[src/rtl/bpu_pkg.sv]
// Shared types and saturating-counter helper for the branch-predictor PHT controller.
package bpu_pkg;

  typedef logic [1:0] ctr_t;

  typedef enum logic [1:0] {
    INIT   = 2'd0,
    IDLE   = 2'd1,
    UPD_WR = 2'd2
  } state_t;

  localparam ctr_t CTR_MAX = 2'b11;
  localparam ctr_t CTR_MIN = 2'b00;

  function automatic ctr_t sat_upd(input ctr_t ctr, input logic taken);
    if (taken) return (ctr == CTR_MAX) ? CTR_MAX : ctr + 2'd1;
    else       return (ctr == CTR_MIN) ? CTR_MIN : ctr - 2'd1;
  endfunction

endpackage

[src/rtl/bpu_upd_fifo.sv]
// Update FIFO holding {idx, taken} training requests; DEPTH must be a power of two.
module bpu_upd_fifo #(
  parameter int unsigned IDX_W = 9,
  parameter int unsigned DEPTH = 4
) (
  input  logic             i_clk,
  input  logic             i_rst_n,
  input  logic             i_push,
  input  logic [IDX_W-1:0] i_push_idx,
  input  logic             i_push_taken,
  input  logic             i_pop,
  output logic [IDX_W-1:0] o_head_idx,
  output logic             o_head_taken,
  output logic             o_full,
  output logic             o_empty
);

  localparam int unsigned PTR_W = (DEPTH > 1) ? $clog2(DEPTH) : 1;
  localparam int unsigned CNT_W = PTR_W + 1;

  logic [IDX_W-1:0] r_idx   [DEPTH];
  logic             r_taken [DEPTH];
  logic [PTR_W-1:0] r_wr_ptr;
  logic [PTR_W-1:0] r_rd_ptr;
  logic [CNT_W-1:0] r_count;
  logic             w_push;
  logic             w_pop;

  assign o_full  = (r_count == CNT_W'(DEPTH));
  assign o_empty = (r_count == '0);
  assign w_push  = i_push && !o_full;
  assign w_pop   = i_pop && !o_empty;

  assign o_head_idx   = r_idx[r_rd_ptr];
  assign o_head_taken = r_taken[r_rd_ptr];

  always_ff @(posedge i_clk) begin
    if (w_push) begin
      r_idx[r_wr_ptr]   <= i_push_idx;
      r_taken[r_wr_ptr] <= i_push_taken;
    end
  end

  // Pointers wrap naturally because DEPTH is a power of two.
  always_ff @(posedge i_clk) begin
    if (!i_rst_n) begin
      r_wr_ptr <= '0;
      r_rd_ptr <= '0;
      r_count  <= '0;
    end else begin
      if (w_push) r_wr_ptr <= r_wr_ptr + PTR_W'(1);
      if (w_pop)  r_rd_ptr <= r_rd_ptr + PTR_W'(1);
      case ({w_push, w_pop})
        2'b10:   r_count <= r_count + CNT_W'(1);
        2'b01:   r_count <= r_count - CNT_W'(1);
        default: r_count <= r_count;
      endcase
    end
  end

endmodule

[src/rtl/bpu_table_ctrl.sv]
// PHT port controller: init sweep, lookup/update arbitration and saturating RMW.
// Optional BPU_PERF_CNT_EN adds lookup/update/stall counters (tied to 0 otherwise).
module bpu_table_ctrl
  import bpu_pkg::*;
#(
  parameter int unsigned IDX_W    = 9,
  parameter int unsigned FIFO_D   = 4,
  parameter ctr_t        INIT_VAL = 2'b01
) (
  input  logic             in_Clk,
  input  logic             in_Rst_N,
  input  logic             in_lookup_valid,
  input  logic [IDX_W-1:0] in_lookup_idx,
  output logic             out_lookup_rdy,
  output logic             out_resp_valid,
  output logic [1:0]       out_resp_ctr,
  input  logic             in_upd_valid,
  input  logic [IDX_W-1:0] in_upd_idx,
  input  logic             in_upd_taken,
  output logic             out_upd_rdy,
  output logic             out_tbl_en,
  output logic             out_tbl_we,
  output logic [IDX_W-1:0] out_tbl_addr,
  output logic [1:0]       out_tbl_wdata,
  input  logic [1:0]       in_tbl_rdata,
  output logic             out_init_busy,
  output logic [31:0]      out_perf_lookups,
  output logic [31:0]      out_perf_updates,
  output logic [31:0]      out_perf_stalls
);

  state_t           r_state;
  logic [IDX_W-1:0] r_ptr;
  logic             r_init_busy;
  logic             r_resp_valid;
  ctr_t             r_resp_hold;

  logic             w_fifo_full;
  logic             w_fifo_empty;
  logic [IDX_W-1:0] w_head_idx;
  logic             w_head_taken;
  logic             w_accept;
  logic             w_en;
  logic             w_we;
  logic [IDX_W-1:0] w_addr;
  ctr_t             w_wdata;

  bpu_upd_fifo #(
    .IDX_W (IDX_W),
    .DEPTH (FIFO_D)
  ) u_fifo (
    .i_clk        (in_Clk),
    .i_rst_n      (in_Rst_N),
    .i_push       (in_upd_valid),
    .i_push_idx   (in_upd_idx),
    .i_push_taken (in_upd_taken),
    .i_pop        (r_state == UPD_WR),
    .o_head_idx   (w_head_idx),
    .o_head_taken (w_head_taken),
    .o_full       (w_fifo_full),
    .o_empty      (w_fifo_empty)
  );

  assign w_accept       = in_Rst_N && (r_state == IDLE) && !w_fifo_full && in_lookup_valid;
  assign out_lookup_rdy = w_accept;
  assign out_upd_rdy    = !w_fifo_full;
  assign out_resp_valid = r_resp_valid;
  assign out_init_busy  = r_init_busy;
  // Read data only exists in the response cycle, so it is passed through then and held after.
  assign out_resp_ctr   = r_resp_valid ? in_tbl_rdata : r_resp_hold;

  always_comb begin
    w_en    = 1'b0;
    w_we    = 1'b0;
    w_addr  = '0;
    w_wdata = '0;
    case (r_state)
      INIT: begin
        w_en    = 1'b1;
        w_we    = 1'b1;
        w_addr  = r_ptr;
        w_wdata = INIT_VAL;
      end
      IDLE: begin
        if (w_fifo_full) begin
          w_en   = 1'b1;
          w_addr = w_head_idx;
        end else if (in_lookup_valid) begin
          w_en   = 1'b1;
          w_addr = in_lookup_idx;
        end else if (!w_fifo_empty) begin
          w_en   = 1'b1;
          w_addr = w_head_idx;
        end
      end
      UPD_WR: begin
        w_en    = 1'b1;
        w_we    = 1'b1;
        w_addr  = w_head_idx;
        w_wdata = sat_upd(in_tbl_rdata, w_head_taken);
      end
      default: ;
    endcase
  end

  assign out_tbl_en    = in_Rst_N && w_en;
  assign out_tbl_we    = in_Rst_N && w_we;
  assign out_tbl_addr  = w_addr;
  assign out_tbl_wdata = w_wdata;

  always_ff @(posedge in_Clk) begin
    if (!in_Rst_N) begin
      r_state      <= INIT;
      r_ptr        <= '0;
      r_init_busy  <= 1'b1;
      r_resp_valid <= 1'b0;
      r_resp_hold  <= '0;
    end else begin
      r_resp_valid <= w_accept;
      if (r_resp_valid) r_resp_hold <= in_tbl_rdata;
      case (r_state)
        INIT: begin
          r_ptr <= r_ptr + IDX_W'(1);
          if (r_ptr == '1) begin
            r_state     <= IDLE;
            r_init_busy <= 1'b0;
          end
        end
        IDLE: begin
          if (w_fifo_full || (!in_lookup_valid && !w_fifo_empty)) r_state <= UPD_WR;
        end
        UPD_WR:  r_state <= IDLE;
        default: r_state <= INIT;
      endcase
    end
  end

`ifdef BPU_PERF_CNT_EN
  logic [31:0] r_perf_lookups;
  logic [31:0] r_perf_updates;
  logic [31:0] r_perf_stalls;

  always_ff @(posedge in_Clk) begin
    if (!in_Rst_N) begin
      r_perf_lookups <= '0;
      r_perf_updates <= '0;
      r_perf_stalls  <= '0;
    end else begin
      if (w_accept)                                            r_perf_lookups <= r_perf_lookups + 32'd1;
      if (r_state == UPD_WR)                                   r_perf_updates <= r_perf_updates + 32'd1;
      if (in_lookup_valid && !w_accept && (r_state != INIT))   r_perf_stalls  <= r_perf_stalls + 32'd1;
    end
  end

  assign out_perf_lookups = r_perf_lookups;
  assign out_perf_updates = r_perf_updates;
  assign out_perf_stalls  = r_perf_stalls;
`else
  assign out_perf_lookups = '0;
  assign out_perf_updates = '0;
  assign out_perf_stalls  = '0;
`endif

endmodule

[config.mk]
export PLATFORM = sky130hd
export DESIGN_NAME = bpu_table_ctrl
export DESIGN_NICKNAME = d
export VERILOG_FILES = /design/src/rtl/bpu_pkg.sv /design/src/rtl/bpu_upd_fifo.sv /design/src/rtl/bpu_table_ctrl.sv
export SDC_FILE = /design/constraint.sdc
export NUM_CORES = 1
export LEC_CHECK = 0
export BUFFER_PORTS_ARGS = -buffer_cell sky130_fd_sc_hd__buf_4
export CAP_MARGIN = 20
export CELL_PAD_IN_SITES_DETAIL_PLACEMENT = 0
export CELL_PAD_IN_SITES_GLOBAL_PLACEMENT = 2
export CORE_MARGIN = 4
export CORE_UTILIZATION = 30
export DETAILED_ROUTE_END_ITERATION = 8
export PLACE_DENSITY = 0.86
export SLEW_MARGIN = 20
export SYNTH_ARGS = -nofsm -noshare
export SYNTH_HDL_FRONTEND = slang
export SYNTH_SLANG_ARGS = --single-unit
[constraint.sdc]
create_clock -name in_Clk -period 2.5 [get_ports in_Clk]
set_clock_uncertainty 0.05 [all_clocks]
set_input_delay 0.125 -clock in_Clk [delete_from_list [all_inputs] [get_ports in_Clk]]
set_output_delay 0.125 -clock in_Clk [all_outputs]
set_load 0.03 [all_outputs]
[Word level (Yosys, flattened, before mapping)]
Memories as Yosys holds them, arrays and structs flattened. A register that Yosys moved wholly into a read port is not among the register bits.
Index checks and enable logic that the tools add are counted.
Storage, ports and cells
  output and inout bits: 115
  memories: 2
  register bits after elaboration: 22
  input bits: 25
  memory bits (writable): 40
  word-level logic and storage cells: 69
Cells by class
  multiplexer cells: 24
  add/sub/neg operators: 7
  reduce and logical (&&, ||, !) cells: 19
  equality and inequality tests: 9
Memory list
  u_fifo.r_idx: depth 4, bits a word 9, rd ports 1, clocked after memory_dff 1, write ports 1, RTL line bpu_upd_fifo.sv:21  | logic [IDX_W-1:0] r_idx [DEPTH];
  u_fifo.r_taken: depth 4, bits a word 1, rd ports 1, clocked after memory_dff 1, write ports 1, RTL line bpu_upd_fifo.sv:22  | logic r_taken [DEPTH];
Operators by type and width (number)
  9-bit two-way mux: 3
  9-bit case mux with 3 select lines: 1
  2-bit two-way mux: 10
  9-bit by 1-bit adder with 9-bit output (second input constant): 1
  9-bit == test (second input constant): 1
  1-bit logical AND: 8
  2-bit by 1-bit adder with 2-bit output (second input constant): 3
  2-bit == test (second input constant): 3
  1-bit two-way mux: 6
  2-bit case mux with 3 select lines: 1
  3-bit case mux with 2 select lines: 1
  2-bit by 1-bit == test with 1-bit output (second input constant): 2
  2-bit logical NOT: 2
  2-bit case mux with 2 select lines: 1
  2-bit AND reduction: 2
  3-bit by 1-bit adder with 3-bit output (second input constant): 1
  3-bit == test (second input constant): 1
  1-bit logical NOT: 3
  3-bit logical NOT: 1
  3-bit by 1-bit subtractor with 3-bit output (second input constant): 1
  2-bit by 1-bit inequality test with 1-bit output (second input constant): 1
  2-bit inequality test (second input constant): 1
  1-bit case mux with 2 select lines: 1
  2-bit nonzero test: 1
  3 further kinds: 3

[Logic depth before layout (Yosys ltp)]
  depth in word-level cells: 6
  gate-level depth with buffers: 9
  mapped depth without buffers: 8

[By module]
A second synthesis with hierarchy kept.
Second synthesis, totals
  cell total of the unflattened synthesis: 320
  area total of the unflattened synthesis: 3565.9 µm²
By module, submodules not included
  bpu_upd_fifo: instances 1, area each 1933.1 µm², cells each 106
  bpu_table_ctrl: instances 1, area each 1632.8 µm², cells each 214

[Least setup slack after synthesis]
Ideal clock, no wire load.
  kind: register to register
  start point: register u_fifo.r_count[0]
  end point: register u_fifo.r_count[2]
  cell stages (with the launch flop): 10
  data required time: 2.380 ns
  setup time: 0.070 ns
  buffers on the path: 1
  data arrival time: 2.136 ns
  slack: 0.244 ns
  cells stage by stage: dfxtp_1 -> or3b_1 -> buf_6 -> nand2_1 -> ha_1 -> inv_1 -> fa_1 -> xor2_1 -> or3_1 -> a21boi_1
On the way
  word-level cells in the longest chain between the ends: 5
Ends and longest elaborated chain
  start: declaration: RTL line bpu_upd_fifo.sv:25  | logic [CNT_W-1:0] r_count;
  start signal: assignment: RTL line bpu_upd_fifo.sv:54  | 2'b10: r_count <= r_count + CNT_W'(1);
  start signal: assignment: RTL line bpu_upd_fifo.sv:55  | 2'b01: r_count <= r_count - CNT_W'(1);
  start signal: assignment: RTL line bpu_upd_fifo.sv:56  | default: r_count <= r_count;
  3-bit == test *: RTL line bpu_upd_fifo.sv:29  | assign o_full = (r_count == CNT_W'(DEPTH));
  1-bit logical NOT *
  via out_upd_rdy: RTL line bpu_table_ctrl.sv:20  | output logic out_upd_rdy,
  1-bit logical AND *: RTL line bpu_upd_fifo.sv:31  | assign w_push = i_push && !o_full;
  2-bit by 1-bit == test with 1-bit output or 2-bit == test (tied branches): RTL line bpu_upd_fifo.sv:53  | case ({w_push, w_pop})
  3-bit case mux with 2 select lines or 2-bit nonzero test (tied branches)
The timed path passes the listed nets; every way through them passes the cells marked *.
A chain may end at the register's enable or synchronous reset.

[Worst setup path in the final report]
  start point: register u_fifo.r_count[0]
  end point: register u_fifo.r_count[2]
On the way
  word-level cells in the longest chain between the ends: 5
Ends and longest elaborated chain (RTL line)
  3-bit == test or 3-bit logical NOT (tied branches): bpu_upd_fifo.sv:29, bpu_upd_fifo.sv:30
  1-bit logical NOT (on tied branches): bpu_upd_fifo.sv:31, bpu_upd_fifo.sv:32
  1-bit logical AND (on tied branches): bpu_upd_fifo.sv:31, bpu_upd_fifo.sv:32
  2-bit by 1-bit == test with 1-bit output or 2-bit == test (tied branches): bpu_upd_fifo.sv:53
  3-bit case mux with 2 select lines or 2-bit nonzero test (tied branches)
Several ways; a longest one is shown, not always the timed one.

==> metrics.cfg <==
[clock_network]
cts_buffer_depth = 2
worstSkewPairLatency_ps = 320
cts-root-buf = clkbuf_16
cts_sinks = 64
htreeDepth = 3
cts-buffers-inserted = 9
path_clk_slew_ps = 60
cts_tree = done

[timing]
setup_viol_count_final = 0
slew_violations = 0
setup_ws_ps = 214
slew_headroom = 0.626
period_share = 0.914
period_minus_slack_ps = 2290
hold_slack_ps = 65.2
final.setup.tns_ps = 0
worst_slew_pin_slew_ps = 562
hold_violations = 0
rsz0062_at_grt = no
max_freq_mhz = 438

[die]
die_area_sq_um = 13500
ios = 140
rows = 39
core_sq_um = 11500
die_x_um = 116
die_h_um = 116
initial_utilization = 0.307

[routing]
drtIter0Drc = 153
vias_per_cell = 4.08
ant_nets = 0
drc = 0
dr.pass1.iters = 4
wire_per_inst_um = 12.9
wirelength_um = 6610
route.vias.total = 2091

[logic_synthesis]
ys_ff_latch = 64
yosysSeqAreaShare = 0.477
synth_cells = 304
yosysWarningCount = 0
yosys-top-cells-area = edfxtp_1, buf_4, dfxtp_1, mux4_2, and2_1
async_flop_share = 0
synth_top_area_frac = 0.341
netlist_area_sq_um = 3520
yosysUniqueCellTypes = 39
synth_area_per_cell_sq_um = 11.6
synth_ff_type = edfxtp_1
synth_edf_count = 40
netlist.top_cell.by_area = edfxtp_1

[cells_and_area]
nNetsFinal = 397
final_cells = 512
diodes = 0
fill_cells = 1092
design_area_sq_um = 4090
drive_above_1_share = 0.217
area_delta_synth_final_pct = 16.1
finish.utilization = 0.357

[placed_design]
placed_cells = 486
dp_hpwl_um = 4910
port_buffers = 43
placed_area_sq_um = 3660
gp_congestion = 0.737
pre_cts_slack_ps = 242

[setup_path]
end_kind = flip-flop
crit_start = u_fifo.r_count[0]
cp.arrival_ps = 2490
crit_type = flip-flop to flip-flop
slowest_delay_ps = 410
r2r-start = u_fifo.r_count[0]
cp_cell_sequence = or3b_1 -> nand2_1 -> ha_1 -> inv_1 -> fa_1 -> xor2_1 -> or3_1 -> a21boi_1
cpMaxStageDelayCell = or3b_1
crit_required_ps = 2710
critPathLaunchType = flip-flop
crit_fanout = 5

[worst_hold_path]
hold_path_class = input pin to flip-flop
hp-start = in_Rst_N

[power_and_ir_drop]
irDropWorstVdd_mv = 0.640
fin_total_pwr_mw = 2.91
power_leakage_nw = 1.76
power.density_nw_per_um2 = 711

[grt]
antenna_found_initial = 0
grt_util_all_layers = 0.0985
grt-ovfl-total = 0
grt_first_pass_wirelength_um = 10200
grt_max_degree = 27
grt_pass1_vias = 2020

[job]
max-cap-violations = 0

[status]
status = complete, no violations

-- worst paths after layout --
| kind | endpoint | slack, ps | depth (start not counted) |
|---|---|---|---|
| worst min-delay path | out_init_busy | 70 | 2 |
| worst max-delay path | u_fifo.r_count[2] | 210 | 8 |
| worst min register to register | out_init_busy | 410 | 2 |
| worst max register to register | u_fifo.r_count[2] | 210 | 8 |
-- logic make-up (layout without fill, tap and decap cells) --
family,Yosys count,in the layout,share of synthesized area
AOI/OAI and AO/OA,30,30,0.0653
xor gates and xnor gates,11,11,0.0273
adders and majority gates,8,8,0.0305
buffers and inverters,114,84,0.228
DFF,64,64,0.477
muxes,12,12,0.0703
other,1,96,0.00106
and+or+nand+nor,64,64,0.0998
-- state kept, by name (all words and copies together) (netlist names), named ones only --
| signal | count |
|---|---|
| out_init_busy | 1 |
| out_resp_valid | 1 |
| r_ptr | 9 |
| r_resp_hold | 2 |
| r_state | 2 |
| u_fifo.r_count | 3 |
| u_fifo.r_idx | 36 |
| u_fifo.r_rd_ptr | 2 |
| u_fifo.r_taken | 4 |
| u_fifo.r_wr_ptr | 2 |
-- area by class of cell --
cell class              count  area (sq um)  share of cell area
clock buffers               9           225              0.0551
clock inverters             7           104              0.0254
inverters                   8          30.0             0.00734
multi-input cells         221          1390               0.341
flip-flops and latches     64          1680               0.411
well taps                 143           179              0.0438
repair buffers             60           475               0.116
-- worst max-delay path, delay by kind of cell (launching register included) --
kind / cells / cell delay (ps)
buffers and inverters: 1 / 70
adders and majority gates: 2 / 580
DFF: 1 / 350
AOI/OAI and AO/OA: 1 / 130
xor gates and xnor gates: 1 / 160
and+or+nand+nor: 3 / 880
-- Yosys cell counts (all sizes together), types with 6 or more instances --
master	number
and2	15
dfxtp	24
edfxtp	40
buf	100
xor2	6
clkbuf	6
mux4	10
ha	7
o21ai	8
nor2	13
inv	8
a222oi	9
nand2	12
a21boi	6
and3	6
-- where the power goes --
part / switching (mW) / internal, mW
registers: 0.0195 / 1.17
logic: 0.284 / 0.0903
clock network: 0.464 / 0.884
-- cells in the final DEF (no fill, tap or decap), types with 7 or more instances in the layout --
cell,n
nand2_1,12
buf_4,50
conb_1,96
a222oi_1,9
dfxtp_1,24
ha_1,7
dlygate4sd3_1,10
mux4_2,10
nor2_1,13
inv_1,8
edfxtp_1,40
clkbuf_16,9
and2_1,15
-- layer usage --
metal	part of all wire	track usage	vias to the layer above	routed length, um
li1	-	-	994	-
met3	0.078	0.0326	2	514
met2	0.53	0.172	110	3480
met4	0.0035	0.0255	0	23
met1	0.39	0.116	985	2600
met5	0	0	-	0
-- repair_timing --
item / 4_1_cts / 5_1_grt
setup endpoints to repair: 0 / 0
hold buffers: 10 / 0
hold endpoints to repair: 40 / 0
setup buffers: 0 / 0
gates resized for setup: 0 / 0
(Power assumes the default switching activity.)
